==> config.mk <==
export PLATFORM = sky130hd
export DESIGN_NAME = mfp_bot_updt_handshake_flat
export DESIGN_NICKNAME = d
export VERILOG_FILES = /design/src/rtl/mfp_bot_updt_handshake_if.sv /design/src/rtl/mfp_bot_updt_handshake.sv /design/src/flat_wrapper.sv
export SDC_FILE = /design/constraint.sdc
export NUM_CORES = 1
export LEC_CHECK = 0
export ABC_AREA = 1
export CAP_MARGIN = 20
export CORE_ASPECT_RATIO = 0.5
export CORE_MARGIN = 2
export CORE_UTILIZATION = 25
export DETAILED_ROUTE_END_ITERATION = 12
export GPL_ROUTABILITY_DRIVEN = 0
export PLACE_DENSITY_LB_ADDON = 0.12
export RECOVER_POWER = 100
export SLEW_MARGIN = 20
export SYNTH_ARGS = -nofsm -noshare
export SYNTH_HDL_FRONTEND = slang
export SYNTH_SLANG_ARGS = --single-unit
export TNS_END_PERCENT = 20
==> constraint.sdc <==
create_clock -name HCLK -period 2.35 [get_ports HCLK]
set_input_delay 0.3525 -clock HCLK [delete_from_list [all_inputs] [get_ports HCLK]]
set_output_delay 0.3525 -clock HCLK [all_outputs]
set_load 0.1 [all_outputs]
==> src/rtl/mfp_bot_updt_handshake_if.sv <==
// Bot update handshake bundle between the Rojobot update source, the CPU I/O block and this bridge.
// fsm_state mirrors the bridge FSM (1 = PENDING) for observation.
interface mfp_bot_updt_handshake_if #(
  parameter int INFO_W = 32,
  parameter int MISS_W = 8,
  parameter int CNT_W  = 16
);
  logic              BotUpd_Raw;
  logic [INFO_W-1:0] BotInfo_Raw;
  logic              IO_INT_ACK;
  logic              Clr_Ovr;
  logic              IO_BotUpdt_Sync;
  logic [INFO_W-1:0] IO_BotInfo;
  logic [MISS_W-1:0] Missed_Cnt;
  logic              Overrun;
  logic [CNT_W-1:0]  Updt_Cnt;
  logic              fsm_state;

  modport master (
    output BotUpd_Raw, BotInfo_Raw, IO_INT_ACK, Clr_Ovr,
    input  IO_BotUpdt_Sync, IO_BotInfo, Missed_Cnt, Overrun, Updt_Cnt, fsm_state
  );

  modport slave (
    input  BotUpd_Raw, BotInfo_Raw, IO_INT_ACK, Clr_Ovr,
    output IO_BotUpdt_Sync, IO_BotInfo, Missed_Cnt, Overrun, Updt_Cnt, fsm_state
  );
endinterface

==> src/rtl/mfp_bot_updt_handshake.sv <==
// Synchronises the bot update strobe, snapshots the bot info word and holds an update-pending
// flag until the CPU acknowledges; late acknowledges are counted as overruns.
module mfp_bot_updt_handshake #(
  parameter int SYNC_STAGES = 2,
  parameter int INFO_W      = 32,
  parameter int MISS_W      = 8,
  parameter int CNT_W       = 16
) (
  input logic HCLK,
  input logic HRESETn,
  mfp_bot_updt_handshake_if.slave bus
);

  // Handshake: evt (one cycle per BotUpd_Raw rise) sets the pending flag; IO_INT_ACK clears it
  // only while pending. An ack in the same cycle as a new evt consumes the old data, so no miss.
  typedef enum logic {IDLE = 1'b0, PENDING = 1'b1} state_t;

  state_t             state;
  logic [SYNC_STAGES-1:0] sync_q;
  logic               sync_out;
  logic               sync_out_d;
  logic               evt;
  logic               miss;

  assign sync_out = sync_q[SYNC_STAGES-1];
  assign evt      = sync_out & ~sync_out_d;
  assign miss     = (state == PENDING) & evt & ~bus.IO_INT_ACK;

  always_ff @(posedge HCLK or negedge HRESETn) begin
    if (!HRESETn) begin
      sync_q     <= '0;
      sync_out_d <= 1'b0;
    end else begin
      sync_q     <= {sync_q[SYNC_STAGES-2:0], bus.BotUpd_Raw};
      sync_out_d <= sync_out;
    end
  end

  always_ff @(posedge HCLK or negedge HRESETn) begin
    if (!HRESETn) begin
      state               <= IDLE;
      bus.IO_BotUpdt_Sync <= 1'b0;
      bus.IO_BotInfo      <= '0;
      bus.Updt_Cnt        <= '0;
      bus.Missed_Cnt      <= '0;
      bus.Overrun         <= 1'b0;
    end else begin
      if (evt) begin
        bus.IO_BotInfo <= bus.BotInfo_Raw;
        bus.Updt_Cnt   <= bus.Updt_Cnt + 1'b1;
      end

      case (state)
        IDLE: begin
          if (evt) begin
            state               <= PENDING;
            bus.IO_BotUpdt_Sync <= 1'b1;
          end
        end
        PENDING: begin
          if (!evt && bus.IO_INT_ACK) begin
            state               <= IDLE;
            bus.IO_BotUpdt_Sync <= 1'b0;
          end
        end
        default: begin
          state               <= IDLE;
          bus.IO_BotUpdt_Sync <= 1'b0;
        end
      endcase

      // A miss in the same cycle as Clr_Ovr restarts the count at one.
      if (bus.Clr_Ovr) begin
        bus.Missed_Cnt <= miss ? {{(MISS_W-1){1'b0}}, 1'b1} : '0;
        bus.Overrun    <= miss;
      end else if (miss) begin
        if (bus.Missed_Cnt != '1) bus.Missed_Cnt <= bus.Missed_Cnt + 1'b1;
        bus.Overrun <= 1'b1;
      end
    end
  end

  assign bus.fsm_state = (state == PENDING);

endmodule

==> src/flat_wrapper.sv <==
// flat-port wrapper written by rule: the top's interface ports become plain ports
module mfp_bot_updt_handshake_flat 
#(
  parameter int SYNC_STAGES = 2,
  parameter int INFO_W      = 32,
  parameter int MISS_W      = 8,
  parameter int CNT_W       = 16
)
  (HCLK, HRESETn, bus_BotUpd_Raw, bus_BotInfo_Raw, bus_IO_INT_ACK, bus_Clr_Ovr, bus_IO_BotUpdt_Sync, bus_IO_BotInfo, bus_Missed_Cnt, bus_Overrun, bus_Updt_Cnt, bus_fsm_state);
  mfp_bot_updt_handshake_if #(.INFO_W(INFO_W), .MISS_W(MISS_W), .CNT_W(CNT_W)) bus_i ();
  input logic HCLK;
  input logic HRESETn;
  input wire logic [$bits(bus_i.BotUpd_Raw)-1:0] bus_BotUpd_Raw;
  input wire logic [$bits(bus_i.BotInfo_Raw)-1:0] bus_BotInfo_Raw;
  input wire logic [$bits(bus_i.IO_INT_ACK)-1:0] bus_IO_INT_ACK;
  input wire logic [$bits(bus_i.Clr_Ovr)-1:0] bus_Clr_Ovr;
  output wire logic [$bits(bus_i.IO_BotUpdt_Sync)-1:0] bus_IO_BotUpdt_Sync;
  output wire logic [$bits(bus_i.IO_BotInfo)-1:0] bus_IO_BotInfo;
  output wire logic [$bits(bus_i.Missed_Cnt)-1:0] bus_Missed_Cnt;
  output wire logic [$bits(bus_i.Overrun)-1:0] bus_Overrun;
  output wire logic [$bits(bus_i.Updt_Cnt)-1:0] bus_Updt_Cnt;
  output wire logic [$bits(bus_i.fsm_state)-1:0] bus_fsm_state;
  assign bus_i.BotUpd_Raw = bus_BotUpd_Raw;
  assign bus_i.BotInfo_Raw = bus_BotInfo_Raw;
  assign bus_i.IO_INT_ACK = bus_IO_INT_ACK;
  assign bus_i.Clr_Ovr = bus_Clr_Ovr;
  assign bus_IO_BotUpdt_Sync = bus_i.IO_BotUpdt_Sync;
  assign bus_IO_BotInfo = bus_i.IO_BotInfo;
  assign bus_Missed_Cnt = bus_i.Missed_Cnt;
  assign bus_Overrun = bus_i.Overrun;
  assign bus_Updt_Cnt = bus_i.Updt_Cnt;
  assign bus_fsm_state = bus_i.fsm_state;
  mfp_bot_updt_handshake #(.SYNC_STAGES(SYNC_STAGES), .INFO_W(INFO_W), .MISS_W(MISS_W), .CNT_W(CNT_W)) u_core (.HCLK(HCLK), .HRESETn(HRESETn), .bus(bus_i));
endmodule
==> metrics.csv <==
stage;metric;value;unit
global_route;pin count of the biggest net entering global routing;39;
setup_path;origin of the critical flop-to-flop path;u_core.sync_q[1]$_DFF_PN0_;
yosys;Unique masters post-synth;23;
power_and_ir_drop;fraction of power spent switching nets;41.5;%
power_and_ir_drop;Pleak;0.00183;uW
clock_tree;cell at the root of the clock tree;sky130_fd_sc_hd__clkbuf_16;
finish;fill count;1121;
worst_hold_path;path class of the lowest-slack min-delay path;input pin to async pin;
finish;Area growth, synth to finish;39.0;%
detailed_routing;residual DRC count;0;
finish;area occupied by multi-input gates;962;um2
run;max-cap violation count;0;
global_route;global router's overall resource usage;12.8;%
setup_path;Setup crit end kind;output port;
yosys;post-synthesis net count;358;
place;input/output buffers;95;
yosys;Yosys top cell area share;57.6;%
yosys;cell area after technology mapping;2700;um2
timing;share of the clock period used by the worst path;84.5;%
yosys;most frequent cells after synthesis;150 x sky130_fd_sc_hd__nand2_1, 62 x sky130_fd_sc_hd__dfrtp_1, 24 x sky130_fd_sc_hd__inv_1;
die;die extent in y;77.4;um
yosys;Post-Synthesis Mean Instance Area;8.45;um2
yosys;flop and latch count out of synthesis;62;
power_and_ir_drop;logic gate share of total power;32.3;%
detailed_routing;average vias per placed instance;4.08;
yosys;library cell occupying the most area in the post-synthesis netlist;sky130_fd_sc_hd__dfrtp_1;
global_route;antenna violations before repair;0;
clock_tree;clock sink total;62;
finish;share of layout cells above drive strength 1;5.87;%
global_route;global-route wire length before repair;11700;um
yosys;top cells by area in the synthesized netlist;sky130_fd_sc_hd__dfrtp_1 58%, sky130_fd_sc_hd__nand2_1 21%, sky130_fd_sc_hd__inv_1 3.3%, sky130_fd_sc_hd__nand3_1 3.0%, sky130_fd_sc_hd__nor2_1 2.6%;
die;Starting Density;26.1;%
clock_tree;latest clock arrival within the worst-skew pair;320;ps
yosys;Primary FF master, synth;sky130_fd_sc_hd__dfrtp_1;
clock_tree;Max clock buf depth;2;
die;Core Footprint;10300;um2
setup_path;data arrival at the endpoint of the critical path;1630;ps
setup_path;Startpoint Class;flop;
finish;FF/Latch Area;1550;um2
setup_path;R2R Path End;u_core.bus.Updt_Cnt[8]$_DFFE_PN0P_;
power_and_ir_drop;switching power total;1670;uW
clock_tree;H-tree levels;3;
detailed_routing;total number of vias;2312;
finish;Final Instance Count excl. Fillers;566;
setup_path;cells on worst reg2reg path;7;
yosys;count of synthesis-stage warnings from yosys;0;
detailed_routing;routed len/inst;12.2;um
setup_path;cell class contributing the biggest share of worst-path delay;buffers and inverters;
timing;Final Max Slew Viols;0;
setup_path;type of the worst setup path;flop to output port;
place;Placed Instances;551;
clock_tree;CTS tree;done;
clock_tree;post-cts hold buffer count;0;
place;half-perimeter wire length of the detailed placement result;5080;um
setup_path;buffering stage count on the worst path with inverters included;1;
finish;final layout net count;461;
die;Die X-Extent;151;um
die;site row count;26;
timing;unrepaired setup endpoints after global routing;false;
setup_path;cell chain of the critical path;clkbuf_1;
timing;Sum Neg Setup Slack;0;ps
setup_path;Worst Path Max Fanout;5;
timing;Min Clock Period, post-route;1990;ps
finish;number of antenna cells inserted;0;
detailed_routing;wire length reported by the detailed router;6880;um
clock_tree;clock buffers created by TritonCTS;9;
yosys;Post-Synthesis Cells;319;
clock_tree;Resize count post-CTS;0;
setup_path;flop2flop setup slack;600;ps
timing;Final Hold Viols;0;
yosys;sequential cell area fraction in the yosys report;57.6;%
setup_path;Slowest-stage cell, CP;sky130_fd_sc_hd__clkbuf_1;
power_and_ir_drop;internal power component;2360;uW
setup_path;Req. time, crit path;2000;ps
global_route;overflow left after global routing;0;
detailed_routing;1st-iter DRT viols;98;
setup_path;delay of the slowest critical-path stage;890;ps
yosys;Synth async-reset ratio;100;%
die;I/O pin cnt;96;
yosys;Post-synth EDFFs;0;
detailed_routing;detailed-routing iteration count for the pre-antenna-repair pass;4;
power_and_ir_drop;part of the power in the clock network;35.2;%
outcome;outcome;finished clean;
yosys;most common cell in the synthesized netlist;sky130_fd_sc_hd__nand2_1;
clock_tree;clock slew at the register clock pins of the worst setup and hold paths;50;ps
power_and_ir_drop;sequential share of power;32.5;%
timing;final setup violation count;0;
timing;maximum clock skew at final layout;5.90;ps
timing;Peak Freq;0.503;GHz
detailed_routing;antenna-violating nets left;0;
die;Die Area;11700;um2
global_route;via count of the first global-routing pass;2328;
timing;tightest slew margin relative to the limit;7.07;%
power_and_ir_drop;ratio of total power to cell area;1080;nW/um2
finish;final cell utilization of the core;36.2;%
power_and_ir_drop;Peak VDD IR;0.380;mV
clock_tree;Post-CTS Setup Bufs;0;
timing;slew at the pin closest to its max-slew limit;1390;ps
routing by layer:
metal / routed length, um / global-route usage [%]
met2: 3190 / 19.9
met4: 59 / 4.02
met5: 0 / 0
met1: 3260 / 16.8
met3: 371 / 4.41
state kept, by name, indices dropped and copies added, names as in the netlist:
name and flops:
u_core.bus.IO_BotUpdt_Sync 1, u_core.bus.IO_BotInfo 32, u_core.bus.Updt_Cnt 16, u_core.sync_q 2
u_core.sync_out_d 1, u_core.bus.Missed_Cnt 8, u_core.bus.fsm_state 1, u_core.bus.Overrun 1
worst reg2reg max path: cells and delay by family, from the launching register on:
kind	cells	cell delay, ps
buf+inv	2	320
simple gates	4	780
flops	1	380
xor+xnor	1	150
area by class of cell:
class | instances | area share (%)
timing repair buffer | 100 | 17.0
multi-input combinational | 223 | 25.7
clock buffer | 11 | 6.75
clock inverter | 4 | 1.87
tap | 140 | 4.68
inverter | 26 | 2.61
sequential | 62 | 41.4
per-stage QoR:
stage	hold slack, ps	setup WS, ps	cell area, um2	power, uW
final	343	364	3750	4030
after CTS	47.3	818	4000	4210
after detailed placement	339	595	3670	2760
after global routing	374	321	3750	4200
after floorplan	56.9	322	2700	2390
after global placement	336	651	3670	2750
kinds of logic (layout without fill, tap and decap cells):
kind of cell | Yosys count | after routing | synth area share [%]
buf+inv | 34 | 141 | 5.29
fa+ha+maj | 2 | 2 | 0.928
compound gates | 15 | 15 | 2.92
simple gates | 195 | 195 | 29.7
flops | 62 | 62 | 57.6
xor+xnor | 11 | 11 | 3.58
cell usage in the layout (no fill, tap or decap), drive strengths merged:
cell type	count
nand2	152
clkbuf	69
dfrtp	62
clkdlybuf4s50	33
inv	25
nor2	23
nand3	16
xnor2	8
o21ai	7
a21oi	7
buf	7
nand4	4
xor2	3
clkinv	3
ha	2
bufinv	2
dlygate4sd3	2
o2bb2ai	1
power groups by stage:
stage	clock network, uW	registers [uW]	logic, uW
3_3_place_gp	0	1330	1420
4_1_cts	1470	1320	1430
5_1_grt	1510	1330	1360
3_5_place_dp	0	1330	1430
2_1_floorplan	0	2210	175
6_report	1420	1310	1300
how the worst max path moves through the flow:
stage / from / endpoint / slack, ps / cells after the start
2_1_floorplan: u_core.bus.Updt_Cnt[0]$_DFFE_PN0P_ / u_core.bus.Updt_Cnt[8]$_DFFE_PN0P_ / 320 / 7
3_3_place_gp: bus_Clr_Ovr / u_core.bus.Missed_Cnt[6]$_DFFE_PN0P_ / 650 / 6
3_5_place_dp: bus_Clr_Ovr / u_core.bus.Missed_Cnt[5]$_DFFE_PN0P_ / 600 / 6
4_1_cts: u_core.bus.Missed_Cnt[1]$_DFFE_PN0P_ / u_core.bus.Missed_Cnt[2]$_DFFE_PN0P_ / 820 / 7
5_1_grt: u_core.bus.Missed_Cnt[2]$_DFFE_PN0P_ / bus_Missed_Cnt[2] / 320 / 1
6_report: u_core.bus.Updt_Cnt[1]$_DFFE_PN0P_ / bus_Updt_Cnt[1] / 360 / 1
Note: power is estimated with default switching activity, not from simulation.
